$ cat src/rtl/i2c_write_seq_ctrl_if.sv
// Request/status and I2C pin bundle for the single-register I2C write sequencer.
// slave modport: the sequencer itself. master modport: the requester plus bus environment.
interface i2c_write_seq_ctrl_if;
    logic       req_i;
    logic [6:0] dev_addr_i;
    logic [7:0] reg_addr_i;
    logic [7:0] data_i;
    logic       busy_o;
    logic       done_o;
    logic       ack_err_o;
    logic       scl_o;
    logic       sda_oe_o;
    logic       sda_i;

    modport slave (
        input  req_i, dev_addr_i, reg_addr_i, data_i, sda_i,
        output busy_o, done_o, ack_err_o, scl_o, sda_oe_o
    );

    modport master (
        output req_i, dev_addr_i, reg_addr_i, data_i, sda_i,
        input  busy_o, done_o, ack_err_o, scl_o, sda_oe_o
    );
endinterface

$ cat src/rtl/i2c_write_seq_ctrl.sv
// I2C single-register write sequencer: START, {dev,W}, reg, data, STOP.
// Each SCL bit is split into four quarter periods of CLK_DIV clocks.
// Optional feature macro: I2C_WRITE_SEQ_RETRY_EN -- a NACKed transaction is
// repeated once from START (after its STOP) before reporting the result.
module i2c_write_seq_ctrl #(
    parameter int CLK_DIV = 62,
    parameter int DIV_W   = 8
) (
    input  logic                 clk_i,
    input  logic                 rst_n_i,
    i2c_write_seq_ctrl_if.slave  bus
);

    typedef enum logic [2:0] {
        ST_IDLE  = 3'd0,
        ST_START = 3'd1,
        ST_BYTE  = 3'd2,
        ST_ACK   = 3'd3,
        ST_STOP  = 3'd4,
        ST_DONE  = 3'd5
    } state_e;

    localparam logic [DIV_W-1:0] DIV_LAST = DIV_W'(CLK_DIV - 1);

    state_e            state_q, state_d;
    logic [DIV_W-1:0]  cnt_q, cnt_d;
    logic [1:0]        qtr_q, qtr_d;
    logic [2:0]        bit_q, bit_d;
    logic [1:0]        byte_q, byte_d;
    logic              nack_q, nack_d;
    logic [6:0]        dev_q, dev_d;
    logic [7:0]        reg_q, reg_d;
    logic [7:0]        dat_q, dat_d;
    logic              busy_q, busy_d;
    logic              done_q, done_d;
    logic              ack_err_q, ack_err_d;
    logic              scl_q, scl_d;
    logic              sda_oe_q, sda_oe_d;
`ifdef I2C_WRITE_SEQ_RETRY_EN
    logic              retried_q, retried_d;
`endif

    logic              active_s;
    logic              tick_s;
    logic [7:0]        next_byte_s;
    logic              next_bit_s;

    // Pin levels {scl, sda_oe} for a given state/quarter; bit_v is the data bit in BYTE.
    function automatic logic [1:0] bus_level(input state_e st, input logic [1:0] q, input logic bit_v);
        logic [1:0] lvl;
        case (st)
            ST_START: begin
                case (q)
                    2'd0:    lvl = 2'b10;
                    2'd1:    lvl = 2'b11;
                    default: lvl = 2'b01;
                endcase
            end
            ST_BYTE: lvl = {((q == 2'd1) || (q == 2'd2)), ~bit_v};
            ST_ACK:  lvl = {((q == 2'd1) || (q == 2'd2)), 1'b0};
            ST_STOP: begin
                case (q)
                    2'd0:    lvl = 2'b01;
                    2'd1:    lvl = 2'b11;
                    default: lvl = 2'b10;
                endcase
            end
            default: lvl = 2'b10;
        endcase
        return lvl;
    endfunction

    assign active_s = (state_q != ST_IDLE) && (state_q != ST_DONE);
    assign tick_s   = active_s && (cnt_q == DIV_LAST);

    // Next-state, quarter/bit/byte sequencing and registered pin levels.
    always_comb begin
        state_d   = state_q;
        qtr_d     = qtr_q;
        bit_d     = bit_q;
        byte_d    = byte_q;
        nack_d    = nack_q;
        dev_d     = dev_q;
        reg_d     = reg_q;
        dat_d     = dat_q;
        busy_d    = busy_q;
        done_d    = 1'b0;
        ack_err_d = ack_err_q;
`ifdef I2C_WRITE_SEQ_RETRY_EN
        retried_d = retried_q;
`endif

        if (active_s && !tick_s) begin
            cnt_d = cnt_q + DIV_W'(1);
        end else begin
            cnt_d = {DIV_W{1'b0}};
        end

        case (state_q)
            ST_IDLE: begin
                if (bus.req_i) begin
                    dev_d     = bus.dev_addr_i;
                    reg_d     = bus.reg_addr_i;
                    dat_d     = bus.data_i;
                    ack_err_d = 1'b0;
                    busy_d    = 1'b1;
                    state_d   = ST_START;
                    qtr_d     = 2'd0;
                    byte_d    = 2'd0;
                    bit_d     = 3'd7;
                    nack_d    = 1'b0;
`ifdef I2C_WRITE_SEQ_RETRY_EN
                    retried_d = 1'b0;
`endif
                end else begin
                    busy_d = 1'b0;
                end
            end
            ST_START: begin
                if (tick_s) begin
                    if (qtr_q == 2'd3) begin
                        state_d = ST_BYTE;
                        qtr_d   = 2'd0;
                        bit_d   = 3'd7;
                    end else begin
                        qtr_d = qtr_q + 2'd1;
                    end
                end else begin
                    qtr_d = qtr_q;
                end
            end
            ST_BYTE: begin
                if (tick_s) begin
                    if (qtr_q == 2'd3) begin
                        qtr_d = 2'd0;
                        if (bit_q == 3'd0) begin
                            state_d = ST_ACK;
                        end else begin
                            bit_d = bit_q - 3'd1;
                        end
                    end else begin
                        qtr_d = qtr_q + 2'd1;
                    end
                end else begin
                    qtr_d = qtr_q;
                end
            end
            ST_ACK: begin
                if (tick_s) begin
                    if (qtr_q == 2'd3) begin
                        qtr_d = 2'd0;
                        if (nack_q || (byte_q == 2'd2)) begin
                            state_d = ST_STOP;
                        end else begin
                            state_d = ST_BYTE;
                            byte_d  = byte_q + 2'd1;
                            bit_d   = 3'd7;
                        end
                    end else begin
                        // Slave response is taken at the end of the second SCL-high quarter.
                        if (qtr_q == 2'd2) begin
                            nack_d = bus.sda_i;
                        end else begin
                            nack_d = nack_q;
                        end
                        qtr_d = qtr_q + 2'd1;
                    end
                end else begin
                    qtr_d = qtr_q;
                end
            end
            ST_STOP: begin
                if (tick_s) begin
                    if (qtr_q == 2'd3) begin
`ifdef I2C_WRITE_SEQ_RETRY_EN
                        if (nack_q && !retried_q) begin
                            state_d   = ST_START;
                            qtr_d     = 2'd0;
                            byte_d    = 2'd0;
                            bit_d     = 3'd7;
                            nack_d    = 1'b0;
                            retried_d = 1'b1;
                        end else begin
                            state_d   = ST_DONE;
                            busy_d    = 1'b0;
                            done_d    = 1'b1;
                            ack_err_d = nack_q;
                        end
`else
                        state_d   = ST_DONE;
                        busy_d    = 1'b0;
                        done_d    = 1'b1;
                        ack_err_d = nack_q;
`endif
                    end else begin
                        qtr_d = qtr_q + 2'd1;
                    end
                end else begin
                    qtr_d = qtr_q;
                end
            end
            ST_DONE: begin
                state_d = ST_IDLE;
            end
            default: begin
                state_d = ST_IDLE;
                busy_d  = 1'b0;
            end
        endcase

        // Pins are derived from the next state so they line up with the registered state.
        case (byte_d)
            2'd0:    next_byte_s = {dev_d, 1'b0};
            2'd1:    next_byte_s = reg_d;
            2'd2:    next_byte_s = dat_d;
            default: next_byte_s = 8'h00;
        endcase
        next_bit_s          = next_byte_s[bit_d];
        {scl_d, sda_oe_d}   = bus_level(state_d, qtr_d, next_bit_s);
    end

    // State and output registers; reset releases the bus and abandons any transfer.
    always_ff @(posedge clk_i or negedge rst_n_i) begin
        if (!rst_n_i) begin
            state_q   <= ST_IDLE;
            cnt_q     <= {DIV_W{1'b0}};
            qtr_q     <= 2'd0;
            bit_q     <= 3'd7;
            byte_q    <= 2'd0;
            nack_q    <= 1'b0;
            dev_q     <= 7'd0;
            reg_q     <= 8'd0;
            dat_q     <= 8'd0;
            busy_q    <= 1'b0;
            done_q    <= 1'b0;
            ack_err_q <= 1'b0;
            scl_q     <= 1'b1;
            sda_oe_q  <= 1'b0;
`ifdef I2C_WRITE_SEQ_RETRY_EN
            retried_q <= 1'b0;
`endif
        end else begin
            state_q   <= state_d;
            cnt_q     <= cnt_d;
            qtr_q     <= qtr_d;
            bit_q     <= bit_d;
            byte_q    <= byte_d;
            nack_q    <= nack_d;
            dev_q     <= dev_d;
            reg_q     <= reg_d;
            dat_q     <= dat_d;
            busy_q    <= busy_d;
            done_q    <= done_d;
            ack_err_q <= ack_err_d;
            scl_q     <= scl_d;
            sda_oe_q  <= sda_oe_d;
`ifdef I2C_WRITE_SEQ_RETRY_EN
            retried_q <= retried_d;
`endif
        end
    end

    assign bus.busy_o    = busy_q;
    assign bus.done_o    = done_q;
    assign bus.ack_err_o = ack_err_q;
    assign bus.scl_o     = scl_q;
    assign bus.sda_oe_o  = sda_oe_q;

endmodule

$ cat src/flat_wrapper.sv
// flat-port wrapper written by rule: the top's interface ports become plain ports
module i2c_write_seq_ctrl_flat 
#(
    parameter int CLK_DIV = 62,
    parameter int DIV_W   = 8
)
  (clk_i, rst_n_i, bus_req_i, bus_dev_addr_i, bus_reg_addr_i, bus_data_i, bus_sda_i, bus_busy_o, bus_done_o, bus_ack_err_o, bus_scl_o, bus_sda_oe_o);
  i2c_write_seq_ctrl_if bus_i ();
  input  logic clk_i;
  input  logic rst_n_i;
  input wire logic [$bits(bus_i.req_i)-1:0] bus_req_i;
  input wire logic [$bits(bus_i.dev_addr_i)-1:0] bus_dev_addr_i;
  input wire logic [$bits(bus_i.reg_addr_i)-1:0] bus_reg_addr_i;
  input wire logic [$bits(bus_i.data_i)-1:0] bus_data_i;
  input wire logic [$bits(bus_i.sda_i)-1:0] bus_sda_i;
  output wire logic [$bits(bus_i.busy_o)-1:0] bus_busy_o;
  output wire logic [$bits(bus_i.done_o)-1:0] bus_done_o;
  output wire logic [$bits(bus_i.ack_err_o)-1:0] bus_ack_err_o;
  output wire logic [$bits(bus_i.scl_o)-1:0] bus_scl_o;
  output wire logic [$bits(bus_i.sda_oe_o)-1:0] bus_sda_oe_o;
  assign bus_i.req_i = bus_req_i;
  assign bus_i.dev_addr_i = bus_dev_addr_i;
  assign bus_i.reg_addr_i = bus_reg_addr_i;
  assign bus_i.data_i = bus_data_i;
  assign bus_i.sda_i = bus_sda_i;
  assign bus_busy_o = bus_i.busy_o;
  assign bus_done_o = bus_i.done_o;
  assign bus_ack_err_o = bus_i.ack_err_o;
  assign bus_scl_o = bus_i.scl_o;
  assign bus_sda_oe_o = bus_i.sda_oe_o;
  i2c_write_seq_ctrl #(.CLK_DIV(CLK_DIV), .DIV_W(DIV_W)) u_core (.clk_i(clk_i), .rst_n_i(rst_n_i), .bus(bus_i));
endmodule
$ cat config.mk
export PLATFORM = sky130hd
export DESIGN_NAME = i2c_write_seq_ctrl_flat
export DESIGN_NICKNAME = d
export VERILOG_FILES = /design/src/rtl/i2c_write_seq_ctrl_if.sv /design/src/rtl/i2c_write_seq_ctrl.sv /design/src/flat_wrapper.sv
export SDC_FILE = /design/constraint.sdc
export NUM_CORES = 1
export LEC_CHECK = 0
export ABC_AREA = 0
export CAP_MARGIN = 20
export CORE_AREA = 4 4 74 76
export CTS_CLUSTER_DIAMETER = 40
export DETAILED_ROUTE_END_ITERATION = 8
export DIE_AREA = 0 0 78 80
export DONT_BUFFER_PORTS = 1
export PLACE_DENSITY = 0.72
export SYNTH_ARGS = -nofsm -noshare
export SYNTH_HDL_FRONTEND = slang
export SYNTH_SLANG_ARGS = --single-unit
$ cat constraint.sdc
create_clock -name clk_i -period 2.4 [get_ports clk_i]
set_input_delay 0.48 -clock clk_i [delete_from_list [all_inputs] [get_ports clk_i]]
set_output_delay 0.48 -clock clk_i [all_outputs]
set_load 0.03 [all_outputs]
==> summary.md, run 1 <==
| Metric | Value |
|---|---|
| Status | `finished with violations` |
| Failing checks | `setup timing` |
| Peak supply drop | `301 uV` |
| Layout area overhead | `29.6%` |
| Die Wd | `78 um` |
| Max Freq | `379 MHz` |
| Slew HR | `68.1%` |
| Final nets | `381` |
| Yosys reg bits | `47` |
| CP max FO | `8` |
| CP Capture Type | `flop` |
| Post-DR wirelength/cell | `16.7 um` |
| Mean Syn Cell Area | `9.41 um2` |
| Post-Syn Instances | `277` |
| Largest area contributor in the netlist | `dfrtp_1` |
| Cell area after synthesis | `2610 um2` |
| Pin count of the biggest net entering global routing | `44` |
| Final cell count without fillers | `409` |
| Pins Over Slew Limit | `0` |
| YS warnings | `0` |
| Yosys top cell area share | `41.3%` |
| Kind of start point of the critical path | `flop` |
| Vias after detailed routing | `2263` |
| Seq/Total Area, Yosys | `45.3%` |
| Number of vias per cell | `5.53` |
| Inst Count DP | `398` |
| Post-Route WL | `6.82 mm` |
| Slowest cell on crit path | `or4b_4` |
| Top delay family on crit path | `simple AND/OR/NAND/NOR gates` |
| CP arrival | `2850 ps` |
| PwrDens | `392 nW/um2` |
| Row cnt | `25` |
| Die height | `80 um` |
| Vias in the first global route | `2334` |
| Required @ worst endpoint | `2600 ps` |
| Grt ovf | `0` |
| Slew at the pin with the worst max-slew slack | `478 ps` |
| Pre-Repair DR Iteration Count | `4` |
| Num CTS Buffers | `5` |
| Worst path max stage delay | `550 ps` |
| Hold Crit Class | `in2async` |
| Core Util, Final | `71.5%` |
| H-tree level count | `2` |
| Clk root buf | `clkbuf_8` |
| CP bufs+invs | `1` |
| DR iter-0 viols | `99` |
| Ratio of final minimum period to clock period | `110%` |
| # clock sinks | `47` |
| Count of cell types in the netlist | `54` |
| Share of layout cells above drive strength 1 | `34.5%` |
| FILL cells | `344` |
| Post-DP HPWL | `4.78 mm` |
| Clock transition at path regs | `80 ps` |
| Pwr Total | `0.00132 W` |
| Antenna Nets Post-Route | `0` |
| # setup viols final | `2` |
| Most instantiated cells after synthesis | `nand2_1 (54), dfrtp_1 (43), nor2_1 (22), inv_1 (16), mux2_2 (12)` |
| Setup Skew | `5.59 ps` |
| CTS tree | `done` |
| Dominant synthesized flop cell | `dfrtp_1` |
| GPL Wtd Cong | `0.888` |
| Async SR Flop Fraction | `100%` |
| Critical path cell sequence | `or4b_4 -> buf_6 -> mux2_2 -> or3_4 -> a311oi_4 -> a31oi_1 -> o311ai_1` |
| Port Buf Inserts | `0` |
| Critical path type | `reg2reg` |
| Ports | `32` |
| DP Area | `3140 um2` |
| Initial antenna violation count | `0` |
| Worst skew pair latency | `300 ps` |
| Max Cap Violations | `0` |
| First-pass GRT wire length | `10.8 mm` |
| Dominant cells by area after synthesis | `dfrtp_1 (41%), nand2_1 (7.8%), ha_1 (5.3%)` |
| RSZ-0062 raised after global routing | `true` |
| Drc violations | `0` |
| Post-synth EDFFs | `0` |
| Pleak | `1.62 nW` |
| ANT cells | `0` |
| Core box area | `4720 um2` |
| Finished Cell Area | `3380 um2` |
| Most instantiated library cell after synthesis | `nand2_1` |
| Hold Violations, Final | `0` |
| Syn nets | `315` |
| Die Area | `6240 um2` |
| Pre-CTS setup slack | `-222 ps` |
| CTS max path bufs | `2` |
| Setup ws final | `-242 ps` |
| Post-layout min period | `2640 ps` |
| Total GRT Usage | `22.3%` |
| Initial Utilization | `55.2%` |
## worst register-to-register path: cells and delay by family (launching register included)
| family | cells | cell delay, ps |
|---|---|---|
| compound gates | 3 | 690 |
| buf+inv | 1 | 160 |
| flops | 1 | 460 |
| mux | 1 | 280 |
| simple gates | 2 | 950 |
## cell usage in the layout (no fill, tap or decap), types with 4 or more instances in the layout
master    netlist  final
a31oi_1         4      4
xor2_1          4      4
nand3_1         7      7
inv_1          16     14
nand2b_1        4      4
o21ai_0         9      9
clkbuf_8        0      5
nand2_1        54     53
buf_4           0     64
nor2_1         22     21
a21oi_1         9      8
mux2_2         12     12
or3_1           6      5
mux2i_1         5      5
dfrtp_1        43     41
ha_1           11      8
nor2b_1         6      5
nand4_1         4      4
dfstp_2         4      4
## routing by layer
layer	global-route usage, %	up-vias	part of all wire (%)
met5	0	-	0
met2	39.5	59	50
met1	26.3	1086	41
met3	3.72	23	4.6
li1	-	1095	-
met4	10.8	0	3.7
## per-stage QoR
stage	hold WS, ps	TNS (ps)
3_3_place_gp	186	-350
3_5_place_dp	186	-425
2_1_floorplan	184	-4.98
6_report	10.8	-289
4_1_cts	5.20	-301
5_1_grt	1.06	-560
## final cells by class
cell class	count	area, um2	area share [%]
Clock buffer	5	68.8	2.04
Clock inverter	1	7.51	0.222
Inverter	18	70.1	2.07
Multi-Input combinational cell	203	1430	42.2
Sequential cell	47	1180	35.0
Tap cell	67	83.8	2.48
Timing Repair Buffer	68	539	16.0
## flip-flops by register name, summed over array words and instances, names as in the netlist, 2 cells and up
name and count:
u_core.dev_q 7, u_core.bit_q 3, u_core.state_q 3, u_core.qtr_q 2, u_core.cnt_q 8, u_core.dat_q 8
u_core.reg_q 8, u_core.byte_q 2
## power breakdown
part	total [W]	internal (W)	switching (W)
Combinational	0.0000575	0.0000246	0.0000329
Sequential	0.000816	0.000810	0.00000573
Clock	0.000451	0.000194	0.000257
## logic make-up after synthesis
family | synth area share (%)
compound gates | 12.7
mux | 8.25
buf+inv | 4.22
simple gates | 21.9
fa+ha+maj | 5.28
xor+xnor | 2.35
flops | 45.3
## final timing paths
check	from	to	slack (ps)	depth (start not counted)
worst max-delay path	u_core.state_q[2]$_DFF_PN0_	u_core.bus.sda_oe_o$_DFF_PN0_	-240	7
min in group clk_i	bus_dev_addr_i[3]	u_core.dev_q[3]$_DFF_PN0_	290	2
worst min register to register	u_core.dat_q[3]$_DFF_PN0_	u_core.dat_q[3]$_DFF_PN0_	470	2
worst max register to register	u_core.state_q[2]$_DFF_PN0_	u_core.bus.sda_oe_o$_DFF_PN0_	-240	7
worst min-delay path	rst_n_i	u_core.cnt_q[3]$_DFF_PN0_	10	1
max in group asynchronous	rst_n_i	u_core.bus.scl_o$_DFF_PN1_	1700	1
## timing repair
action / CTS / global route
endpoints found under the setup margin: 2 / 2
endpoints found under the hold margin: 43 / 2
hold buffers: 1 / 2
buffers inserted: 1 / 1
gates cloned: 0 / 0
resized for setup: 6 / 17
pin swaps: 1 / 9
Power figures use the tool's default switching activity.
==> run 2: changes to the inputs <==
--- a/config.mk
+++ b/config.mk
@@ -7,12 +7,13 @@
 export LEC_CHECK = 0
 export ABC_AREA = 0
 export CAP_MARGIN = 20
-export CORE_AREA = 4 4 74 76
+export CORE_AREA = 2 2 72 74
 export CTS_CLUSTER_DIAMETER = 40
 export DETAILED_ROUTE_END_ITERATION = 8
-export DIE_AREA = 0 0 78 80
+export DIE_AREA = 0 0 74 76
 export DONT_BUFFER_PORTS = 1
 export PLACE_DENSITY = 0.72
+export REMOVE_ABC_BUFFERS = 1
 export SYNTH_ARGS = -nofsm -noshare
 export SYNTH_HDL_FRONTEND = slang
 export SYNTH_SLANG_ARGS = --single-unit
==> run 2 against run 1 <==
Against the previous run:
- the run still ends with setup timing left
- utilization down 0.18 points
- global-route usage grew 3.6 points
- combinational power decreased by 11%
- design area rose by 3.7%
- sequential power barely moved
==> summary.md, run 2 (same netlist as run 1, synthesis figures left out) <==
| Metric | Value |
|---|---|
| Kind of start point of the critical path | `flop` |
| Max Freq | `392 MHz` |
| H-tree level count | `2` |
| Top delay family on crit path | `simple AND/OR/NAND/NOR gates` |
| Initial antenna violation count | `0` |
| Setup ws final | `-151 ps` |
| DR iter-0 viols | `92` |
| CP endpoint | `u_core.bus.sda_oe_o$_DFF_PN0_` |
| First-pass GRT wire length | `11.3 mm` |
| Share of layout cells above drive strength 1 | `37.6%` |
| Die Area | `5620 um2` |
| Pleak | `1.67 nW` |
| Setup Skew | `8.53 ps` |
| Clk root buf | `clkbuf_8` |
| Slew HR | `75.1%` |
| Post-Route WL | `6.46 mm` |
| CP max FO | `6` |
| Required @ worst endpoint | `2610 ps` |
| CTS max path bufs | `2` |
| Critical path type | `reg2reg` |
| Grt ovf | `0` |
| CP Capture Type | `flop` |
| Most frequent cells in the layout | `buf_4 (63), nand2_1 (52), dfrtp_1 (43)` |
| Peak supply drop | `394 uV` |
| # setup viols final | `2` |
| Ports | `32` |
| DP Area | `3100 um2` |
| Worst Setup SP | `u_core.state_q[0]$_DFF_PN0_` |
| Antenna Nets Post-Route | `0` |
| Clock transition at path regs | `90 ps` |
| Slowest cell on crit path | `or4b_4` |
| Reg2Reg Setup Slack | `-150 ps` |
| FILL cells | `357` |
| Post-DR wirelength/cell | `15.5 um` |
| Critical path cell sequence | `buf_4 -> or4b_4 -> mux2_2 -> or3_4 -> a311oi_2 -> a31oi_1 -> o311ai_1` |
| Row cnt | `26` |
| Post-DP HPWL | `4.37 mm` |
| Port Buf Inserts | `0` |
| Vias after detailed routing | `2259` |
| Die height | `76 um` |
| Pre-Repair DR Iteration Count | `4` |
| Worst skew pair latency | `310 ps` |
| Number of vias per cell | `5.43` |
| Layout area overhead | `34.5%` |
| Hold Violations, Final | `0` |
| Failing checks | `setup timing` |
| PwrDens | `419 nW/um2` |
| Most common cell after layout, fill and taps aside | `buf_4` |
| Pin count of the biggest net entering global routing | `44` |
| FF-to-FF End | `u_core.bus.sda_oe_o$_DFF_PN0_` |
| Status | `finished with violations` |
| Worst reg2reg path depth | `7` |
| Slew at the pin with the worst max-slew slack | `372 ps` |
| Hold Crit Class | `in2async` |
| Ratio of final minimum period to clock period | `106%` |
| GPL Wtd Cong | `0.818` |
| Max Cap Violations | `0` |
| Total GRT Usage | `26.0%` |
| ANT cells | `0` |
| # clock sinks | `47` |
| Worst path max stage delay | `530 ps` |
| Core Util, Final | `71.4%` |
| Die Wd | `74 um` |
| Num CTS Buffers | `5` |
| Final nets | `383` |
| Reg-to-Reg Start | `u_core.state_q[0]$_DFF_PN0_` |
| Largest regs | `u_core.cnt_q (8), u_core.dat_q (8), u_core.reg_q (8)` |
| Pins Over Slew Limit | `0` |
| Core box area | `4910 um2` |
| RSZ-0062 raised after global routing | `true` |
| Initial Utilization | `53.1%` |
| CTS tree | `done` |
| Drc violations | `0` |
| Crit path depth | `7` |
| Vias in the first global route | `2429` |
| Post-layout min period | `2550 ps` |
| Finished Cell Area | `3510 um2` |
| CP bufs+invs | `1` |
| CP arrival | `2760 ps` |
==> run 2: cell types whose count changed in the layout (fill, tap and decap cells not counted), moves of 2 or more <==
cell	change
dfrtp_1	+2
nor2_2	+2
nor2_1	-3
buf_6	+4
dfrtp_2	-2
==> run 2: layer usage <==
layer  vias to the layer above  wire length [um]  track usage [%]  share of wire, %
met5                         -                 0                0                 0
met4                         0               188             11.3               2.9
met3                        20               320             5.95               5.0
met2                        64              3320             43.5                51
met1                      1077              2630             31.3                41
li1                       1098                 -                -                 -
==> run 2: worst min-delay path by stage <==
stage                                            end  startpoint  cells past startpoint
floorplan           u_core.bus.ack_err_o$_DFFE_PN0P_     rst_n_i                      0
global placement           u_core.cnt_q[4]$_DFF_PN0_     rst_n_i                      0
detailed placement         u_core.cnt_q[4]$_DFF_PN0_     rst_n_i                      0
CTS                        u_core.bit_q[1]$_DFF_PN1_     rst_n_i                      0
global route               u_core.cnt_q[5]$_DFF_PN0_     rst_n_i                      1
finish                     u_core.cnt_q[5]$_DFF_PN0_     rst_n_i                      1
==> run 2: stage by stage <==
step                      worst slack (ps)  hold WS [ps]  TNS, ps  std cells  total power (W)
after global placement                -282           186     -513        398         0.000860
after CTS                             -110         0.733     -162        414          0.00148
after global routing                  -335          9.24     -563        416          0.00154
final                                 -151          4.20     -244        416          0.00147
after detailed placement              -298           186     -522        398         0.000863
after floorplan                       -572           184     -750        268         0.000855
==> run 2: area by class of cell <==
cell class,instances,area (um2),share of cell area [%]
Timing Repair Buffer,70,559,16.0
Inverter,18,67.6,1.93
Multi-Input combinational cell,203,1490,42.6
Tap cell,70,87.6,2.50
Sequential cell,47,1180,33.7
Clock buffer,6,82.6,2.36
Clock inverter,2,35.0,0.999
==> run 2: what timing repair did <==
| action | in CTS | in global routing |
|---|---|---|
| pin swaps | 14 | 7 |
| hold buffers | 1 | 1 |
| buffers inserted | 8 | 1 |
| resized for setup | 35 | 8 |
| endpoints found under the hold margin | 43 | 4 |
| setup endpoints to repair | 2 | 2 |
==> run 2: power breakdown <==
| group | leakage [nW] | internal (W) | switching [W] | total (W) |
|---|---|---|---|---|
| registers | 0.568 | 0.000810 | 0.00000574 | 0.000816 |
| logic | 1.04 | 0.0000206 | 0.0000305 | 0.0000512 |
| clock network | 0.0612 | 0.000337 | 0.000266 | 0.000603 |
| total | 1.67 | 0.00117 | 0.000302 | 0.00147 |
